$ cat src/rtl/serial_adder_pkg.sv
// Shared definitions for the bit-serial adder: state encoding, default width
// and counter sizing. Optional subtract mode is enabled by SERIAL_ADDER_SUB_EN.
package serial_adder_pkg;

  localparam int DEFAULT_WIDTH = 8;

  // Counter must index bits 0..WIDTH-1; never narrower than one bit.
  function automatic int cntWidth(input int w);
    return (w < 2) ? 1 : $clog2(w);
  endfunction

  localparam int CNT_W = cntWidth(DEFAULT_WIDTH);

  typedef enum logic [1:0] {
    IDLE = 2'd0,
    RUN  = 2'd1,
    DONE = 2'd2
  } state_t;

endpackage

$ cat src/rtl/serial_adder_full_adder_cell.sv
// Single-bit combinational full adder used as the serial adder's arithmetic core.
module full_adder_cell (
  input  logic Ai,
  input  logic Bi,
  input  logic Ci,
  output logic F,
  output logic C
);

  assign F = Ai ^ Bi ^ Ci;
  assign C = (Ai & Bi) | (Ci & (Ai ^ Bi));

endmodule

$ cat src/rtl/serial_adder.sv
// Bit-serial WIDTH-bit adder: operands shift LSB-first through one full-adder cell.
// Define SERIAL_ADDER_SUB_EN to add a 'sub' input selecting a - b.
module serial_adder
  import serial_adder_pkg::*;
#(
  parameter int WIDTH = DEFAULT_WIDTH
) (
  input  logic             clk,
  input  logic             rst_n,
  input  logic             start,
`ifdef SERIAL_ADDER_SUB_EN
  input  logic             sub,
`endif
  input  logic [WIDTH-1:0] a,
  input  logic [WIDTH-1:0] b,
  input  logic             cin,
  output logic             busy,
  output logic             done,
  output logic [WIDTH-1:0] sum,
  output logic             cout,
  output logic             overflow
);

  localparam int LCNT_W = cntWidth(WIDTH);
  localparam logic [LCNT_W-1:0] LAST_BIT = LCNT_W'(WIDTH - 1);

  state_t            r_state;
  logic [WIDTH-1:0]  r_sha;
  logic [WIDTH-1:0]  r_shb;
  logic [WIDTH-1:0]  r_psum;
  logic              r_carry;
  logic [LCNT_W-1:0] r_cnt;
  logic              r_busy;
  logic              r_done;
  logic [WIDTH-1:0]  r_sum;
  logic              r_cout;
  logic              r_overflow;

  logic              w_f;
  logic              w_c;
  logic [WIDTH-1:0]  w_loadB;
  logic              w_loadCarry;

  full_adder_cell u_fa (
    .Ai (r_sha[0]),
    .Bi (r_shb[0]),
    .Ci (r_carry),
    .F  (w_f),
    .C  (w_c)
  );

  // Subtraction is a + ~b + 1, so only the B operand and initial carry differ.
`ifdef SERIAL_ADDER_SUB_EN
  assign w_loadB     = sub ? ~b : b;
  assign w_loadCarry = sub ? 1'b1 : cin;
`else
  assign w_loadB     = b;
  assign w_loadCarry = cin;
`endif

  always_ff @(posedge clk or negedge rst_n) begin
    if (!rst_n) begin
      r_state    <= IDLE;
      r_sha      <= '0;
      r_shb      <= '0;
      r_psum     <= '0;
      r_carry    <= 1'b0;
      r_cnt      <= '0;
      r_busy     <= 1'b0;
      r_done     <= 1'b0;
      r_sum      <= '0;
      r_cout     <= 1'b0;
      r_overflow <= 1'b0;
    end else begin
      case (r_state)
        IDLE: begin
          r_done <= 1'b0;
          if (start) begin
            r_sha   <= a;
            r_shb   <= w_loadB;
            r_carry <= w_loadCarry;
            r_cnt   <= '0;
            r_busy  <= 1'b1;
            r_state <= RUN;
          end
        end
        RUN: begin
          r_sha   <= r_sha >> 1;
          r_shb   <= r_shb >> 1;
          r_psum  <= {w_f, r_psum[WIDTH-1:1]};
          r_carry <= w_c;
          r_cnt   <= r_cnt + 1'b1;
          // On the MSB, r_carry is the carry into the MSB, giving signed overflow.
          if (r_cnt == LAST_BIT) begin
            r_sum      <= {w_f, r_psum[WIDTH-1:1]};
            r_cout     <= w_c;
            r_overflow <= w_c ^ r_carry;
            r_busy     <= 1'b0;
            r_done     <= 1'b1;
            r_state    <= DONE;
          end
        end
        DONE: begin
          r_done  <= 1'b0;
          r_state <= IDLE;
        end
        default: begin
          r_busy  <= 1'b0;
          r_done  <= 1'b0;
          r_state <= IDLE;
        end
      endcase
    end
  end

  assign busy     = r_busy;
  assign done     = r_done;
  assign sum      = r_sum;
  assign cout     = r_cout;
  assign overflow = r_overflow;

endmodule

$ cat config.mk
export PLATFORM = sky130hd
export DESIGN_NAME = serial_adder
export DESIGN_NICKNAME = d
export VERILOG_FILES = /design/src/rtl/serial_adder_pkg.sv /design/src/rtl/serial_adder_full_adder_cell.sv /design/src/rtl/serial_adder.sv
export SDC_FILE = /design/constraint.sdc
export NUM_CORES = 1
export LEC_CHECK = 0
export CAP_MARGIN = 15
export CORE_ASPECT_RATIO = 1.2
export CORE_MARGIN = 2
export CORE_UTILIZATION = 46
export DETAILED_ROUTE_END_ITERATION = 10
export PLACE_DENSITY = 0.75
export RECOVER_POWER = 100
export SYNTH_ARGS = -nofsm -noshare
export SYNTH_HDL_FRONTEND = slang
export SYNTH_SLANG_ARGS = --single-unit
$ cat constraint.sdc
create_clock -name clk -period 1.4 [get_ports clk]
set_input_delay 0.28 -clock clk [delete_from_list [all_inputs] [get_ports clk]]
set_output_delay 0.28 -clock clk [all_outputs]
set_load 0.1 [all_outputs]
==> out/qor.txt <==
worst vdd ir = 0.990 mV
Ports = 32
CP Data Required Time = 1570 ps
drt first-iter violations = 87
share of layout cells above drive strength 1 = 29.6%
max-slew violation count = 0
final worst path period share = 98.1%
part of the power in registers = 34.1%
CP Launch Type = flop
most frequent cells in the layout = dfrtp_1 (41), o22ai_1 (26), clkdlybuf4s50_1 (18), a21oi_1 (14)
die area = 4400 µm²
synthesized flop and latch total = 41
number of core rows = 24
Yosys warning count = 0
MaxCap Viol Count = 0
CTS tree = built
Mapped Area = 1790 µm²
Combinational Power Share = 55.1%
Seq/Total Area, Yosys = 57.4%
DRT Pass-1 Iters = 4
DP HPWL = 2570 µm
Worst Clk Skew = 9.78 ps
Chip Height = 72.3 µm
core box area = 3690 µm²
Initial Utilization = 48.4%
Clock Latency Late Sink = 290 ps
switching pwr = 2.88 mW
kind of critical path = reg2reg
post-DR wirelength/cell = 15.3 µm
final hold vios = 0
RSZ-0062 raised after global routing = yes
Tightest Pin Transition = 989 ps
vias in the first global route = 1408
RD Place Congestion = 0.821
commonest non-fill, non-tap cell in the layout = dfrtp_1
Clock Root Buffer = clkbuf_8
Period minus WS final = 1370 ps
Clock Tree Buf Depth = 2
# setup viols final = 0
fin nets = 213
Via density = 5.52
sinks on the clock net = 41
Critical Path Start = r_cnt[0]$_DFFE_PN0P_
first-pass GRT wire length = 6270 µm
Global Route Usage Sum = 18.9%
Syn Area/Cell = 12.0 µm²
Crit. End Element = flop
DRC viols = 0
outcome = finished clean
Post-Route Utilization = 65.5%
die width = 60.9 µm
worst r2r src = r_cnt[0]$_DFFE_PN0P_
Via Count = 1330
Cells after Synth = 149
switch share = 44.3%
Slew HR = 34.0%
Clk pwr share = 10.8%
PwrDens = 2690 nW/µm²
DRT antenna net count = 0
Num CTS Buffers = 5
H-tree depth = 2
internal power = 3.63 mW
Unique masters post-synth = 24
clk slew on worst S/H paths = 70 ps
crit path max fanout = 6
Syn Nets = 172
Ant. Diodes = 0
P_leak = 1.05 nW
grt ovf = 0
final WL = 3690 µm
largest net degree at the start of global routing = 42
Area Growth Syn to Fin = 35.3%
worst hold margin = 229 ps
Max Fclk = 0.728 GHz
hold_buf cts = 0
PortBufs = 31
postcts setup bufs = 0
antenna violations before repair = 0
Tightest Hold Check Type = in2async
worst endpoint data arrival time = 1540 ps
==> state kept, by name, summed over array words and instances (netlist names) <==
signal / flops
r_state: 2
r_psum: 7
overflow: 1
r_carry: 1
sum: 8
r_sha: 8
cout: 1
done: 1
r_cnt: 3
r_shb: 8
busy: 1
==> critical path, stage by stage, from the launching register on <==
cell	delay, ps
dfrtp_1	400
ha_2	200
ha_4	180
nand3b_4	130
mux2_2	350
==> routing by layer <==
| layer | up-vias | wire, µm | GRT usage, % |
|---|---|---|---|
| li1 | 629 | - | - |
| met1 | 651 | 1590 | 24.6 |
| met2 | 43 | 1870 | 30.5 |
| met3 | 7 | 160 | 3.57 |
| met4 | 0 | 61 | 8.21 |
| met5 | - | 0 | 0 |
==> power by group through the flow <==
stage | sequential [mW] | combinational [mW] | clock (mW)
4_1_cts | 2.22 | 3.58 | 0.718
3_5_place_dp | 2.24 | 3.55 | 0
5_1_grt | 2.29 | 3.81 | 0.765
2_1_floorplan | 3.22 | 1.35 | 0
6_report | 2.22 | 3.59 | 0.700
3_3_place_gp | 2.19 | 3.45 | 0
==> area by class of cell <==
class                      count  area, µm²
sequential                    41       1030
fill                         276       1270
timing repair buffer          44        520
clock buffer                   5       68.8
tap                           52       65.1
inverter                       3       11.3
multi-input combinational     95        722
clock inverter                 1       5.00
==> stage by stage <==
| step | worst slack, ps | cells | cell area [µm²] | total power [mW] | setup TNS (ps) |
|---|---|---|---|---|---|
| 2_1_floorplan | 20.7 | 149 | 1810 | 4.57 | 0 |
| 3_3_place_gp | -104 | 234 | 2320 | 5.64 | -1010 |
| 3_5_place_dp | -170 | 234 | 2320 | 5.79 | -2170 |
| 4_1_cts | 2.23 | 241 | 2400 | 6.51 | 0 |
| 5_1_grt | -17.4 | 241 | 2420 | 6.87 | -50.1 |
| 6_report | 27.2 | 241 | 2420 | 6.51 | 0 |
==> worst paths after layout <==
kind	to	slack [ps]	depth (start not counted)
max	sum[1]$_DFFE_PN0P_	30	4
max reg2reg	sum[1]$_DFFE_PN0P_	30	4
min	r_psum[5]$_DFFE_PN0P_	230	2
min in group clk	sum[0]$_DFFE_PN0P_	500	1
min reg2reg	sum[0]$_DFFE_PN0P_	500	1
max in group asynchronous	done$_DFFE_PN0N_	570	2
==> synth_stat cells <==
cell type / instances / share of area (%)
o221a_2: 2 / 1.3
mux2_2: 13 / 8.2
nand2b_1: 1 / 0.35
xnor2_1: 1 / 0.49
dfrtp_1: 41 / 57
a22o_1: 2 / 0.98
ha_1: 2 / 1.4
o21ai_0: 8 / 2.2
nand2b_2: 1 / 0.49
fa_1: 1 / 1.1
mux2_4: 3 / 2.5
clkbuf_1: 1 / 0.21
nor2b_1: 2 / 0.70
nand3b_1: 2 / 0.84
a21oi_1: 14 / 3.9
buf_2: 4 / 1.1
nand3b_2: 1 / 0.63
or2_2: 1 / 0.35
nor2_1: 8 / 1.7
nand2_1: 6 / 1.3
inv_1: 3 / 0.63
buf_4: 3 / 1.3
buf_6: 3 / 1.9
o22ai_1: 26 / 9.1
==> what timing repair did <==
| action | CTS | global route |
|---|---|---|
| setup endpoints to repair | 5 | 9 |
| gates resized for setup | 0 | 3 |
| gates cloned | 1 | 0 |
| pin swaps | 0 | 1 |
==> cells by family (layout without fill, tap and decap cells) <==
family                     after synthesis  in the layout  synth area share, %
AOI/OAI and AO/OA                       52             52                 17.5
xor gates and xnor gates                 1              1                0.490
adders and majority gates                3              3                 2.52
buffers and inverters                   14             53                 5.11
DFF                                     41             41                 57.4
muxes                                   16             16                 10.7
and+or+nand+nor                         22             23                 6.30
Power figures use the tool's default switching activity.
